<file path="config.mk">
export PLATFORM = sky130hd
export DESIGN_NAME = hilo_muldiv_unit
export DESIGN_NICKNAME = d
export VERILOG_FILES = /design/src/rtl/hilo_muldiv_unit.sv
export SDC_FILE = /design/constraint.sdc
export NUM_CORES = 1
export LEC_CHECK = 0
export CAP_MARGIN = 20
export CORE_UTILIZATION = 54
export CTS_BUF_LIST = sky130_fd_sc_hd__clkbuf_8
export CTS_CLUSTER_DIAMETER = 200
export DETAILED_ROUTE_END_ITERATION = 6
export PLACE_DENSITY = 0.8
export SYNTH_ARGS = -nofsm -noshare
export SYNTH_HDL_FRONTEND = slang
export SYNTH_SLANG_ARGS = --single-unit
</file>
<file path="constraint.sdc">
create_clock -name clk -period 8.14 [get_ports clk]
set_clock_uncertainty 0.15 [all_clocks]
set_input_delay 0.814 -clock clk [delete_from_list [all_inputs] [get_ports clk]]
set_output_delay 0.814 -clock clk [all_outputs]
set_load 0.005 [all_outputs]
</file>
<file path="src/rtl/hilo_muldiv_unit.sv">
// rtl/hilo_muldiv_unit.sv - HI/LO register pair with iterative multiply/divide, one bit per cycle
module hilo_muldiv_unit #(
    parameter int WIDTH = 32
) (
    input  logic             clk,
    input  logic             reset,
    input  logic             start,
    input  logic [1:0]       op,
    input  logic [WIDTH-1:0] rs_val,
    input  logic [WIDTH-1:0] rt_val,
    input  logic             hi_we,
    input  logic             lo_we,
    input  logic [WIDTH-1:0] pw,
    output logic             busy,
    output logic             done,
    output logic             div_by_zero,
    output logic [WIDTH-1:0] hi_out,
    output logic [WIDTH-1:0] lo_out
);
    localparam int CNT_W = (WIDTH > 1) ? $clog2(WIDTH) : 1;

    typedef enum logic [2:0] {S_IDLE, S_MUL, S_DIV, S_FIX, S_DONE} state_t;

    state_t               r_state, w_next;
    logic [CNT_W-1:0]     r_cnt;
    logic [WIDTH-1:0]     r_a;
    logic [2*WIDTH-1:0]   r_acc;
    logic                 r_is_div, r_dz, r_sign_s, r_sign_t;
    logic [WIDTH-1:0]     r_hi, r_lo;
    logic                 r_busy, r_done, r_dbz;

    logic                 w_launch, w_signed, w_rs_neg, w_rt_neg, w_div_zero;
    logic [WIDTH-1:0]     w_rs_mag, w_rt_mag;
    logic [WIDTH:0]       w_sum, w_shift, w_sub;
    logic                 w_ge;
    logic [2*WIDTH-1:0]   w_prod;
    logic [WIDTH-1:0]     w_quot, w_rem;

    assign w_launch   = start && (r_state == S_IDLE || r_state == S_DONE);
    assign w_signed   = ~op[0];
    assign w_rs_neg   = w_signed & rs_val[WIDTH-1];
    assign w_rt_neg   = w_signed & rt_val[WIDTH-1];
    assign w_rs_mag   = w_rs_neg ? -rs_val : rs_val;
    assign w_rt_mag   = w_rt_neg ? -rt_val : rt_val;
    assign w_div_zero = op[1] && (rt_val == '0);

    // Multiply: upper half accumulates, multiplier bits shift out of the low end.
    assign w_sum   = {1'b0, r_acc[2*WIDTH-1:WIDTH]} + (r_acc[0] ? {1'b0, r_a} : '0);
    // Divide: upper half is the partial remainder, lower half shifts dividend out / quotient in.
    assign w_shift = {r_acc[2*WIDTH-1:WIDTH], r_acc[WIDTH-1]};
    assign w_sub   = w_shift - {1'b0, r_a};
    assign w_ge    = ~w_sub[WIDTH];

    assign w_prod  = (r_sign_s ^ r_sign_t) ? -r_acc : r_acc;
    assign w_quot  = (r_sign_s ^ r_sign_t) ? -r_acc[WIDTH-1:0] : r_acc[WIDTH-1:0];
    assign w_rem   = r_sign_s ? -r_acc[2*WIDTH-1:WIDTH] : r_acc[2*WIDTH-1:WIDTH];

    always_ff @(posedge clk or posedge reset) begin
        if (reset) r_state <= S_IDLE;
        else       r_state <= w_next;
    end

    always_comb begin
        w_next = r_state;
        case (r_state)
            S_IDLE, S_DONE: begin
                if (w_launch) begin
                    if (w_div_zero)  w_next = S_FIX;
                    else if (op[1])  w_next = S_DIV;
                    else             w_next = S_MUL;
                end else begin
                    w_next = S_IDLE;
                end
            end
            S_MUL, S_DIV: if (r_cnt == '0) w_next = S_FIX;
            S_FIX:        w_next = S_DONE;
            default:      w_next = S_IDLE;
        endcase
    end

    always_ff @(posedge clk or posedge reset) begin
        if (reset) begin
            r_cnt    <= '0;
            r_a      <= '0;
            r_acc    <= '0;
            r_is_div <= 1'b0;
            r_dz     <= 1'b0;
            r_sign_s <= 1'b0;
            r_sign_t <= 1'b0;
            r_hi     <= '0;
            r_lo     <= '0;
            r_busy   <= 1'b0;
            r_done   <= 1'b0;
            r_dbz    <= 1'b0;
        end else begin
            r_busy <= (w_next == S_MUL) || (w_next == S_DIV) || (w_next == S_FIX);
            r_done <= (w_next == S_DONE);
            r_dbz  <= (w_next == S_DONE) && r_dz;
            case (r_state)
                S_IDLE, S_DONE: begin
                    if (w_launch) begin
                        r_cnt    <= CNT_W'(WIDTH - 1);
                        r_is_div <= op[1];
                        r_dz     <= w_div_zero;
                        r_sign_s <= w_rs_neg;
                        r_sign_t <= w_rt_neg;
                        if (op[1]) begin
                            r_a   <= w_rt_mag;
                            r_acc <= {{WIDTH{1'b0}}, w_rs_mag};
                        end else begin
                            r_a   <= w_rs_mag;
                            r_acc <= {{WIDTH{1'b0}}, w_rt_mag};
                        end
                    end else begin
                        if (hi_we) r_hi <= pw;
                        if (lo_we) r_lo <= pw;
                    end
                end
                S_MUL: begin
                    r_acc <= {w_sum, r_acc[WIDTH-1:1]};
                    r_cnt <= r_cnt - CNT_W'(1);
                end
                S_DIV: begin
                    r_acc <= {(w_ge ? w_sub[WIDTH-1:0] : w_shift[WIDTH-1:0]),
                              r_acc[WIDTH-2:0], w_ge};
                    r_cnt <= r_cnt - CNT_W'(1);
                end
                S_FIX: begin
                    if (!r_dz) begin
                        if (r_is_div) begin
                            r_hi <= w_rem;
                            r_lo <= w_quot;
                        end else begin
                            r_hi <= w_prod[2*WIDTH-1:WIDTH];
                            r_lo <= w_prod[WIDTH-1:0];
                        end
                    end
                end
                default: ;
            endcase
        end
    end

    assign busy        = r_busy;
    assign done        = r_done;
    assign div_by_zero = r_dbz;
    assign hi_out      = r_hi;
    assign lo_out      = r_lo;
endmodule

</file>
# Word level (Yosys, flattened, before mapping)

Index checks and enable logic that the tools add are counted.

Flip-flop bits (word level): 175
Input port bits: 103
Output and inout bits: 67
Logic and storage cells: 86

Add/sub/neg operators: 8
Eq/ne operators: 13
Muxes and demuxes: 28
Bitwise logic cells: 5
Reduce and logical (&&, ||, !) cells: 19

Operator list:

| operator            | number |
|---|---|
| $mux 32             | 16 |
| $pmux 64 s3         | 1 |
| $mux 64             | 2 |
| $neg 32->32         | 4 |
| $pmux 32 s2         | 2 |
| $neg 64->64         | 1 |
| $add 32x32->33      | 1 |
| $sub 33x32->33      | 1 |
| $logic_not 32->1    | 1 |
| $eq 3x2->1 const B  | 4 |
| $ne 2x2->1 const B  | 5 |
| $pmux 5 s2          | 1 |
| $pmux 3 s3          | 1 |
| $reduce_and 4->1    | 2 |
| $eq 3x1->1 const B  | 2 |
| $eq 3x3->1 const B  | 2 |
| $mux 3              | 2 |
| $reduce_and 2->1    | 3 |
| $logic_not 5->1     | 1 |
| $mux 5              | 1 |
| $sub 5x1->5 const B | 1 |
| $mux 2              | 2 |
| $reduce_bool 2->1   | 2 |
| $reduce_or 2->1     | 2 |
| 7 further kinds     | 13 |

# Logic depth before layout (Yosys ltp)

Depth after elaboration: 8
Mapped depth: 14

# Worst setup path after synthesis

No wires, ideal clock.

Path type: register to register
From: reg r_acc[31]
To: reg r_acc[35]
Setup time: 133 ps
Arrival: 3508 ps
Required time: 7857 ps
Setup slack: 4348 ps
Stages on the path, launching flop included: 15
Period minus slack after synthesis: 3792 ps
Cell sequence: dfrtp_1 inv_1 ha_1 fa_1 nand2b_1 a21oi_1 o21ai_0 o211a_1 o31ai_2 mux2i_1 and2_1 buf_2 buf_4 mux2i_1 o21ai_0

Longest elaborated chain between the ends: 3

Ends and longest elaborated chain:

| item                   | RTL line | RTL |
|---|---|---|
| from (decl)            | 27       | `logic [2*WIDTH-1:0] r_acc;` |
| from (signal assigned) | 109      | `r_acc <= {{WIDTH{1'b0}}, w_rs_mag};` |
| from (signal assigned) | 112      | `r_acc <= {{WIDTH{1'b0}}, w_rt_mag};` |
| from (signal assigned) | 120      | `r_acc <= {w_sum, r_acc[WIDTH-1:1]};` |
| $sub 33x32->33         | 51       | `assign w_sub = w_shift - {1'b0, r_a};` |
| $mux 32                | 124      | `r_acc <= {(w_ge ? w_sub[WIDTH-1:0] : w_shift[WIDTH-1:0]),` |
| $pmux 64 s3            | 99       | `case (r_state)` |

Every way passes these cells.
A chain may end at the register's enable or synchronous reset.

# Worst setup path in the final report

From: reg r_acc[31]
To: reg r_acc[44]

The elaborated chain is that of the path after synthesis.

==> flow_summary.ini <==
[run_status]
outcome = finished, final reports clean

[clock_tree]
postCtsSetupBuffers = 0
cts.clk_slew.worst_paths_ns = 0.11
clockRootBuffer = clkbuf_8
cts_buffer_depth = 2
clk_latency_ns = 0.48
cts_resized = 0
ctsHtreeMaxLevel = 4
cts_sinks = 175
cts_tree = built
cts_buffers = 17
cts-hold-fix-buffers = 0

[logic_synthesis]
synth_area_per_cell_um2 = 7.683
ys_seq_area_share_pct = 29.64
synth_top_area_cell = dfrtp_1
ys.flop_type = dfrtp_1
synthArstFlopShare_pct = 100.0
synthTopCellsByArea = dfrtp_1 (30%), a21oi_1 (6.8%), o21ai_0 (6.7%), nor2_1 (6.0%), xnor2_1 (6.0%)
synthCells = 1923
ys_types = 79
synth_fp_nets = 2097
syn_area_um2 = 14770
synth_top_area_share_pct = 29.64
synth.most_common_cell = nor2_1
yosysWarnings = 0
synth-seq-cells = 175
synth_common_cells = nor2_1 (238), a21oi_1 (200), o21ai_0 (199)
synth_edf_count = 0

[timing]
period_needed_ns = 4.927
layout_setup_ws_ns = 3.213
rsz0062_at_grt = false
holdWs_ns = 0.3387
final-hold-violation-count = 0
post-route-period-util_pct = 60.53
max_freq_ghz = 0.2030
setup_tns_ns = 0
setup-violations-final = 0
slew_violations = 0
tightest_slew_ns = 1.144
relSlewSlack_pct = 23.15

[layout]
stdcell_area_um2 = 17110
nFillCells = 2355
nNetsFinal = 2192
drive_above_1_share_pct = 4.087
diodes = 0
area_delta_synth_final_pct = 15.80

[placed_design]
io_buffers = 169
place_area_um2 = 16580
globalplace.congestion = 0.9756
dp_hpwl_mm = 38.06
place_ws_ns = 3.323

[floorplan]
chipHeight_um = 167.4
die_w_um = 167.4
core_um2 = 26880
io_pins = 170
die_area_um2 = 28020
rows = 60
initial_core_util_pct = 54.97

[job]
cap_violations = 0

[power_and_ir_drop]
p_total_uw = 6734
powerDensity_nw_per_um2 = 393.6
total_leakage_power_uw = 0.007237
vdd_drop_max_mv = 0.1867

[critical_path]
critPathLaunchType = register
cp.required_ns = 8.29
crit_arrival_ns = 5.08
end_kind = register
worstSetupPathType = reg -> reg
worst-path-max-fanout = 15

[hold_path]
min_path_type = reg -> reg

[global_routing]
grt_pass1_wl_mm = 78.16
antenna_found_initial = 0
overflow = 0
grt_usage_pct = 35.65
grt_max_degree = 102
grt_pass1_vias = 14310

[detailed_routing]
initialDrtViolationCount = 1902
drt_wl_total_mm = 50.02
final_antenna_net_count = 0
vias_per_cell = 6.408
wl_per_cell_um = 21.09
vias = 15200
first_pass_iters = 6
drt_drc_violations_left = 0
[layout make-up]
type | count | area (µm²) | share of cell area [%]
Multi-Input combinational cell | 1559 | 9689 | 56.63
Sequential cell | 175 | 4379 | 25.60
Timing Repair Buffer | 191 | 1912 | 11.17
Tap cell | 341 | 426.7 | 2.494
Inverter | 74 | 282.8 | 1.653
Clock buffer | 17 | 234.0 | 1.368
Clock inverter | 15 | 185.2 | 1.082
[cells by family after synthesis]
logic type / synth area share [%]
mux: 2.261
flops: 29.64
simple gates: 19.08
fa+ha+maj: 6.115
compound gates: 27.54
xor+xnor: 10.43
buf+inv: 4.929
[placed cells by master, fill, tap and decap left out, types with 9 or more instances in the layout]
master / n
a211oi_1: 16
a21o_1: 35
a21oi_1: 198
a221oi_1: 15
a22oi_1: 43
a31oi_1: 22
and3_1: 13
buf_4: 19
clkbuf_8: 17
clkdlybuf4s50_1: 168
dfrtp_1: 175
ha_1: 69
inv_1: 72
mux2i_1: 30
nand2_1: 188
nand2b_1: 16
nand3_1: 23
nand3b_1: 10
nor2_1: 237
nor2b_1: 9
nor3_1: 37
nor4_1: 17
o211ai_1: 21
o21a_1: 12
o21ai_0: 199
o31ai_1: 37
or3_1: 19
xnor2_1: 101
xor2_1: 75
[power by group]
part / internal (µW) / switching, µW / leakage (µW)
Combinational: 1780 / 2550 / 0.00490
Sequential: 1250 / 510 / 0.00214
Clock: 238 / 407 / 0.000205
[worst max-delay path: stages (launching register included)]
cell      delay (ns)
dfrtp_1         0.54
inv_1           0.11
ha_1            0.22
fa_1            0.40
nand2b_1        0.20
a21oi_1         0.17
o21ai_0         0.16
o211a_1         0.31
o31ai_2         0.50
mux2i_1         0.53
and2_1          0.71
buf_4           0.40
mux2i_1         0.23
o221ai_1        0.12
[metal layers]
metal | global-route usage [%] | part of all wire (%)
met1 | 46.96 | 41
met2 | 57.75 | 46
met3 | 4.585 | 8.0
met4 | 17.87 | 4.9
met5 | 0 | 0
[state kept, by name, indices dropped and copies added, names as in the netlist]
register	flops
r_dz	1
r_acc	64
r_sign_t	1
r_is_div	1
done	1
busy	1
r_a	32
r_cnt	5
lo_out	32
r_state	3
r_sign_s	1
hi_out	32
div_by_zero	1
[per-stage QoR]
stage | std cells | util (%)
6_report | 2372 | 63.66
5_1_grt | 2372 | 63.66
4_1_cts | 2366 | 63.27
3_5_place_dp | 2334 | 61.71
3_3_place_gp | 2334 | 61.71
2_1_floorplan | 1923 | -
[path summary, 6_finish.rpt]
kind	cells past startpoint	slack, ns	from	endpoint
max in group asynchronous	4	5.91	reset	r_a[16]
min in group asynchronous	2	0.73	reset	lo_out[4]
setup / recovery	13	3.21	r_acc[31]	r_acc[44]
setup reg to reg	13	3.21	r_acc[31]	r_acc[44]
hold reg to reg	2	0.34	hi_out[30]	hi_out[30]
hold / removal	2	0.34	hi_out[30]	hi_out[30]
(Power assumes the default switching activity.)
